## src/rtl/ti_cic_pkg.sv

```systemverilog
// Shared constants and width helper for the post-decimation CIC stage.
package ti_cic_pkg;

  localparam int IW_DEF    = 11;
  localparam int LOG2R_DEF = 3;
  localparam int FD_DEF    = 4;
  localparam int CIC_ORDER = 2;

  // Full CIC bit growth with differential delay M=1: order * log2(R) extra bits.
  function automatic int cic_ow(input int iw, input int log2r, input int order);
    return iw + order * log2r;
  endfunction

endpackage

```

## src/rtl/ti_sync_fifo.sv

```systemverilog
// Small synchronous FIFO; push while full is accepted only together with a pop.
module ti_sync_fifo #(
  parameter int W   = 8,
  parameter int D   = 4,
  localparam int AW = $clog2(D),
  localparam int LW = $clog2(D + 1)
) (
  input  logic          clk,
  input  logic          rst,
  input  logic          push,
  input  logic          pop,
  input  logic [W-1:0]  din,
  output logic [W-1:0]  dout,
  output logic          full,
  output logic          empty,
  output logic [LW-1:0] level
);

  logic [W-1:0]  mem [D];
  logic [AW-1:0] wr_ptr;
  logic [AW-1:0] rd_ptr;
  logic          do_push;
  logic          do_pop;

  assign full    = (level == LW'(D));
  assign empty   = (level == '0);
  assign do_pop  = pop & ~empty;
  assign do_push = push & (~full | do_pop);
  assign dout    = mem[rd_ptr];

  // NOTE: storage carries no reset; a word is only ever read after it was written.
  always_ff @(posedge clk) begin
    if (do_push) mem[wr_ptr] <= din;
  end

  // Pointers wrap naturally because D is a power of two.
  always_ff @(posedge clk or posedge rst) begin
    if (rst) begin
      wr_ptr <= '0;
      rd_ptr <= '0;
      level  <= '0;
    end else begin
      if (do_push) wr_ptr <= wr_ptr + 1'b1;
      if (do_pop)  rd_ptr <= rd_ptr + 1'b1;
      level <= level + LW'(do_push) - LW'(do_pop);
    end
  end

endmodule

```

## src/rtl/ti_cic_post_decim.sv

```systemverilog
// Order-2 CIC decimator (R = 2**LOG2R) on a two-samples-per-clock stream,
// followed by a valid/ready output FIFO with a sticky overrun flag.
module ti_cic_post_decim
  import ti_cic_pkg::*;
#(
  parameter int IW    = IW_DEF,
  parameter int LOG2R = LOG2R_DEF,
  parameter int FD    = FD_DEF,
  localparam int OW   = cic_ow(IW, LOG2R, CIC_ORDER),
  localparam int LW   = $clog2(FD + 1)
) (
  input  logic                 CLK_adc1_2,
  input  logic                 RES,
  input  logic                 ENABLE,
  input  logic signed [IW-1:0] IN1,
  input  logic signed [IW-1:0] IN2,
  input  logic                 CLR_OVF,
  input  logic                 DOUT_READY,
  output logic signed [OW-1:0] DOUT,
  output logic                 DOUT_VALID,
  output logic [LW-1:0]        FIFO_LVL,
  output logic                 OVF
);

  // Two samples arrive per clock, so one decimated output every R/2 enabled edges.
  localparam logic [LOG2R-1:0] PH_LAST = LOG2R'((1 << (LOG2R - 1)) - 1);

  logic signed [OW-1:0] i1, i2, d1, d2, y_q;
  logic signed [OW-1:0] in1_x, in2_x, a1, b1, c1, y;
  logic [LOG2R-1:0]     ph;
  logic                 dec_stb, y_stb;
  logic                 fifo_full, fifo_empty, push, pop, drop;
  logic [OW-1:0]        fifo_head;

  // NOTE: every signal here is assigned on every pass, so no latch can be inferred.
  always_comb begin
    in1_x = {{(OW-IW){IN1[IW-1]}}, IN1};
    in2_x = {{(OW-IW){IN2[IW-1]}}, IN2};
    a1    = i1 + in1_x;
    b1    = a1 + in2_x;
    c1    = i2 - d1;
    y     = c1 - d2;
  end

  // NOTE: non-blocking assignments so every register sees pre-edge values.
  always_ff @(posedge CLK_adc1_2 or posedge RES) begin
    if (RES) begin
      i1      <= '0;
      i2      <= '0;
      ph      <= '0;
      dec_stb <= 1'b0;
    end else begin
      dec_stb <= ENABLE && (ph == PH_LAST);
      if (ENABLE) begin
        i1 <= b1;
        i2 <= i2 + a1 + b1;
        ph <= (ph == PH_LAST) ? '0 : ph + 1'b1;
      end
    end
  end

  // Comb section runs once per decimated sample, on the I2 value captured by the strobe edge.
  always_ff @(posedge CLK_adc1_2 or posedge RES) begin
    if (RES) begin
      d1    <= '0;
      d2    <= '0;
      y_q   <= '0;
      y_stb <= 1'b0;
    end else begin
      y_stb <= dec_stb;
      if (dec_stb) begin
        d1  <= i2;
        d2  <= c1;
        y_q <= y;
      end
    end
  end

  assign pop  = ~fifo_empty & DOUT_READY;
  assign push = y_stb & (~fifo_full | pop);
  assign drop = y_stb & fifo_full & ~pop;

  always_ff @(posedge CLK_adc1_2 or posedge RES) begin
    if (RES)          OVF <= 1'b0;
    else if (drop)    OVF <= 1'b1;
    else if (CLR_OVF) OVF <= 1'b0;
  end

  ti_sync_fifo #(
    .W (OW),
    .D (FD)
  ) u_fifo (
    .clk   (CLK_adc1_2),
    .rst   (RES),
    .push  (push),
    .pop   (pop),
    .din   (y_q),
    .dout  (fifo_head),
    .full  (fifo_full),
    .empty (fifo_empty),
    .level (FIFO_LVL)
  );

  assign DOUT_VALID = ~fifo_empty;
  assign DOUT       = fifo_empty ? '0 : signed'(fifo_head);

endmodule
```

## config.mk

```make
export PLATFORM = sky130hd
export DESIGN_NAME = ti_cic_post_decim
export DESIGN_NICKNAME = d
export VERILOG_FILES = /design/src/rtl/ti_cic_pkg.sv /design/src/rtl/ti_sync_fifo.sv /design/src/rtl/ti_cic_post_decim.sv
export SDC_FILE = /design/constraint.sdc
export NUM_CORES = 1
export LEC_CHECK = 0
export ABC_AREA = 1
export CAP_MARGIN = 0
export CORE_ASPECT_RATIO = 1.75
export CORE_MARGIN = 2
export CORE_UTILIZATION = 25
export CTS_CLUSTER_SIZE = 10
export DETAILED_ROUTE_END_ITERATION = 10
export PLACE_DENSITY = 0.37
export SETUP_SLACK_MARGIN = 0.02
export SLEW_MARGIN = 20
export SYNTH_ARGS = -nofsm -noshare
export SYNTH_HDL_FRONTEND = slang
export SYNTH_SLANG_ARGS = --single-unit
```

## constraint.sdc

```tcl
create_clock -name CLK_adc1_2 -period 11.9 [get_ports CLK_adc1_2]
set_clock_uncertainty 0.1 [all_clocks]
set_input_delay 2.38 -clock CLK_adc1_2 [delete_from_list [all_inputs] [get_ports CLK_adc1_2]]
set_output_delay 2.38 -clock CLK_adc1_2 [all_outputs]
set_load 0.05 [all_outputs]
```

==> results.yml, run 1 <==
yosys:
  synth_area_leaders: "dfrtp_1, edfxtp_1, ha_1"
  synth.yosys.seq_area_share: 0.408
  synth_common_cells: "nand2_1, inv_1, nor2_1, o21ai_0, dfrtp_1"
  yosysMostFrequentCell: "nand2_1"
  avgSynthCellArea_um2: 8.26
  async_flop_share: 0.588
  synth_nets: 1463
  yosysUniqueCellTypes: 49
  synth_edf_count: 68
  synth_area_mm2: 0.0110
  yosysWarnings: 0
  synth_top_area_frac: 0.221
  ys.flop_type: "dfrtp_1"
  netlist.top_cell.by_area: "dfrtp_1"
  synth_seq_cells: 165
  netlist_instances: 1328
sta:
  period_share: 0.651
  worst_pin_slew_ns: 1.05
  fin_crit_ns: 7.74
  hold_viol: 0
  rsz0062_at_grt: "false"
  slew_headroom: 0.301
  fmax_ghz: 0.129
  setup_tns_ns: 0
  setup_viol: 0
  slew_violations: 0
floorplanning:
  io_pins: 49
  fp.dieH_um: 281
  die-area_mm2: 0.0456
  die_w_um: 162
  rows: 101
  core_mm2: 0.0433
  initial_core_util: 0.253
clock_tree:
  cts-root-buf: "clkbuf_16"
  clk_pin_slew_ns: 0.08
  tritoncts: "done"
  cts.htree.levels: 4
  clock_insertion_delay_worst_skew_ns: 0.45
  holdBufCountCts: 0
  cts_buffer_depth: 2
  post_cts_buffers: 0
  ctsResizeCount: 0
  clock_sinks: 165
  numCtsBuffers: 17
setup_path:
  startpoint: "IN1[0]"
  reg2reg_slack_ns: 6.19
  crit_path_start_kind: "input port"
  critPathCaptureType: "register"
  crit_end: "i2[12]$_DFFE_PP0P_"
  required_ns: 12.16
  critPathMaxFanout: 5
  reg2regPathDepth: 25
  arrival_ns: 8.00
  critical_path_class: "in -> reg"
  timing.rr.end: "i2[12]$_DFFE_PP0P_"
  r2r_start: "i1[0]$_DFFE_PP0P_"
route:
  first_iter_violations: 277
  post_drt_wl_per_cell_um: 15.4
  routed_via_density: 4.42
  first_pass_iters: 5
  vias: 8641
  antenna_left: 0
  wl_um: 30000
  drc: 0
layout:
  area_delta_synth_final_pct: 16.5
  regArea_mm2: 0.00447
  multi_input_area_mm2: 0.00559
  fill_cells: 4712
  antenna_cells: 0
  nNetsFinal: 1510
  drive_gt1_frac: 0.0612
place:
  place.gp.congestion: 0.922
  dpl.hpwl_um: 23100
  io_buffers: 48
global_routing:
  gr-total-overflow: 0
  grt_pass1_vias: 8961
  antenna_found_initial: 0
  grt_max_degree: 77
  gr-usage-all-layers: 0.137
  grt_pass1_wl_um: 47500
flow_run:
  maxCapViolCount: 0
hold_path:
  hp-class: "reg -> reg"
run_status:
  status: "complete, no violations"
metal layers:
| layer | wire length, um | up-vias | track usage |
|---|---|---|---|
| met5 | 0 | - | 0 |
| met4 | 1440 | 0 | 0.0737 |
| met3 | 535 | 66 | 0.0190 |
| met2 | 17400 | 120 | 0.286 |
| met1 | 10700 | 4028 | 0.122 |
| li1 | - | 4427 | - |
worst min path at each step:
stage	from	endpoint	slack, ns	cells past startpoint
after CTS	ph[2]$_DFFE_PP0P_	dec_stb$_DFF_PP0_	0.37	1
after global routing	ph[2]$_DFFE_PP0P_	dec_stb$_DFF_PP0_	0.40	1
final	ph[2]$_DFFE_PP0P_	dec_stb$_DFF_PP0_	0.37	1
after floorplan	dec_stb$_DFF_PP0_	y_stb$_DFF_PP0_	0.29	0
after global placement	ph[2]$_DFFE_PP0P_	dec_stb$_DFF_PP0_	0.34	1
after detailed placement	ph[2]$_DFFE_PP0P_	dec_stb$_DFF_PP0_	0.35	1
metrics by stage:
stage / util / hold WS [ns] / setup WS (ns) / cells / area [um^2]
2_1_floorplan: - / 0.286 / 5.44 / 1328 / 11000
3_3_place_gp: 0.279 / 0.343 / 3.80 / 1922 / 12100
3_5_place_dp: 0.279 / 0.355 / 3.78 / 1922 / 12100
4_1_cts: 0.295 / 0.372 / 4.27 / 1954 / 12800
5_1_grt: 0.295 / 0.402 / 3.88 / 1954 / 12800
6_report: 0.295 / 0.371 / 4.16 / 1954 / 12800
layout by cell type, fill, tap and decap left out, types with 21 or more instances in the layout:
master / synthesis / layout
a21oi_1: 78 / 78
clkdlybuf4s50_1: 0 / 48
dfrtp_1: 97 / 96
edfxtp_1: 68 / 68
fa_1: 21 / 21
ha_1: 87 / 87
inv_1: 198 / 197
nand2_1: 268 / 268
nand3_1: 66 / 66
nor2_1: 115 / 115
o21ai_0: 106 / 106
o21ai_1: 24 / 24
xor2_1: 29 / 29
worst max-delay path, cell delays in order:
cell and delay (ns):
clkdlybuf4s50_1 0.46, ha_1 0.14, inv_1 0.07, fa_1 0.41, o21ai_1 0.22, o211ai_1 0.17, nand2_2 0.16, nand3_1 0.09
nand2_1 0.08, xor2_1 0.24, inv_1 0.07, ha_1 0.40, nand2_1 0.14, nor2_1 0.16, nand3_1 0.13, nand4_1 0.21
xnor2_1 0.17, fa_1 0.53, inv_1 0.04, ha_1 0.36, nand2_1 0.13, o21ai_0 0.61, inv_1 0.09, nand3_1 0.20
nor2_1 0.11, o31ai_1 0.23
area by class of cell:
class                           count  share of cell area
Sequential cell                   165               0.350
Timing Repair Buffer               57              0.0429
Multi-Input combinational cell    925               0.438
Clock buffer                       17              0.0333
Tap cell                          566              0.0555
Clock inverter                     15              0.0187
Inverter                          209              0.0616
kinds of logic after synthesis:
logic type / share of synthesized area
simple gates: 0.197
buf+inv: 0.0825
flops: 0.408
compound gates: 0.135
fa+ha+maj: 0.138
xor+xnor: 0.0405
registers in the layout, indices dropped and copies added (netlist names):
name and cells:
d2 17, i1 16, u_fifo.level 3, OVF 1
d1 17, i2 17, y_stb 1, u_fifo.mem 68
dec_stb 1, u_fifo.wr_ptr 2, u_fifo.rd_ptr 2, ph 3
y_q 17
Power of run 1 is not shown: default switching activity piles up to over one toggle a cycle in this logic, so the estimate is an artifact.
==> run 2: changes to the inputs <==
- clock period: 11.9 -> 7.45 ns (I/O delays scaled with it)
==> run 2 against run 1 <==
  * Global-route usage grew 0.072 points
  * Cell count is essentially flat
  * Critical path depth is the same
  * Count of clock-buffer cells in the layout grew 4
  * Flip-flop and latch count is the same
  * Register-to-register slack lost 4.3 ns
==> results.yml, run 2 (synthesis gave the netlist of run 1 again) <==
setup_path:
  critical_path_class: "in -> reg"
  required_ns: 7.71
  crit_path_start_kind: "input port"
  critPathMaxFanout: 5
  critPathCaptureType: "register"
  startpoint: "IN1[0]"
  r2r_start: "i1[0]$_DFFE_PP0P_"
  arrival_ns: 6.91
layout:
  nNetsFinal: 1511
  antenna_cells: 0
  area_delta_synth_final_pct: 15.7
  largest_register_ffs: 68
  layout_common_cells: "nand2_1, inv_1, nor2_1"
  fill_cells: 4667
  regMostFlops: "u_fifo.mem"
  drive_gt1_frac: 0.0626
  layout_commonest_cell: "nand2_1"
sta:
  slew_headroom: 0.417
  hold_viol: 0
  slew_violations: 0
  rsz0062_at_grt: "false"
  worst_pin_slew_ns: 0.869
  fmax_ghz: 0.150
  setup_tns_ns: 0
  fin_crit_ns: 6.65
  period_share: 0.893
  setup_viol: 0
place:
  io_buffers: 48
  place.gp.congestion: 0.924
  dpl.hpwl_um: 23200
route:
  vias: 8674
  first_iter_violations: 312
  routed_via_density: 4.44
  first_pass_iters: 5
  wl_um: 30200
  post_drt_wl_per_cell_um: 15.4
  antenna_left: 0
  drc: 0
clock_tree:
  post_cts_buffers: 0
  clk_pin_slew_ns: 0.08
  cts-root-buf: "clkbuf_16"
  tritoncts: "done"
  numCtsBuffers: 17
  clock_insertion_delay_worst_skew_ns: 0.44
  clock_sinks: 165
  cts_buffer_depth: 2
  holdBufCountCts: 0
  cts.htree.levels: 4
  ctsResizeCount: 0
hold_path:
  hp-class: "reg -> reg"
  hp-start: "ph[2]$_DFFE_PP0P_"
floorplanning:
  initial_core_util: 0.253
  core_mm2: 0.0433
  fp.dieH_um: 281
  die_w_um: 162
  io_pins: 49
  die-area_mm2: 0.0456
  rows: 101
global_routing:
  grt_pass1_wl_um: 47500
  antenna_found_initial: 0
  gr-total-overflow: 0
  gr-usage-all-layers: 0.138
  grt_max_degree: 77
  grt_pass1_vias: 8971
run_status:
  status: "complete, no violations"
flow_run:
  maxCapViolCount: 0
==> run 2: cell type report <==
type	count	area [um^2]	area share
repair buffers	58	551	0.0434
clock buffers	21	493	0.0389
inverters	209	787	0.0621
flip-flops and latches	165	4470	0.352
clock inverters	11	83.8	0.00661
multi-input cells	925	5590	0.441
well taps	566	708	0.0558
==> run 2: worst max-delay path, cell delays in order <==
cell             delay [ns]
clkdlybuf4s50_1        0.46
ha_1                   0.14
inv_1                  0.07
fa_1                   0.41
o21ai_1                0.21
o211ai_1               0.18
nand2_2                0.16
nand3_1                0.08
nand2_1                0.08
xor2_1                 0.25
inv_1                  0.07
ha_1                   0.39
nand2_1                0.14
nor2_1                 0.14
nand3_1                0.10
nand4_1                0.17
xnor2_1                0.16
fa_1                   0.53
inv_1                  0.04
ha_1                   0.36
nand2_1                0.11
o21ai_0                0.56
inv_1                  0.10
nand3_1                0.17
nor2_1                 0.10
o31ai_1                0.23
==> run 2: layer usage <==
layer,global-route usage,wire length (um),part of all wire,vias to the layer above
met5,0,0,0,-
met4,0.0835,1600,0.053,0
met3,0.0155,543,0.018,74
met2,0.285,17400,0.58,140
met1,0.123,10600,0.35,4022
li1,-,-,-,4438
==> run 2: per-stage QoR <==
stage | instances | utilization | hold WS [ns] | setup slack, ns | cell area (um^2)
floorplan | 1328 | - | 0.286 | 1.88 | 11000
global placement | 1923 | 0.279 | 0.340 | 0.315 | 12100
detailed placement | 1923 | 0.279 | 0.351 | 0.283 | 12100
CTS | 1955 | 0.293 | 0.365 | 0.768 | 12700
global route | 1955 | 0.293 | 0.401 | 0.453 | 12700
finish | 1955 | 0.293 | 0.363 | 0.795 | 12700
==> run 2: path summary, 6_finish.rpt <==
kind                       slack [ns]                            to  cells past startpoint
max reg2reg                      1.93            i2[12]$_DFFE_PP0P_                     25
min                              0.36             dec_stb$_DFF_PP0_                      1
min in group asynchronous        1.34  u_fifo.rd_ptr[0]$_DFFE_PP0P_                      2
min reg2reg                      0.36             dec_stb$_DFF_PP0_                      1
max                              0.80            i2[12]$_DFFE_PP0P_                     26
max in group asynchronous        4.65            d1[12]$_DFFE_PP0P_                      3
Power of run 2 is left out for the same reason.
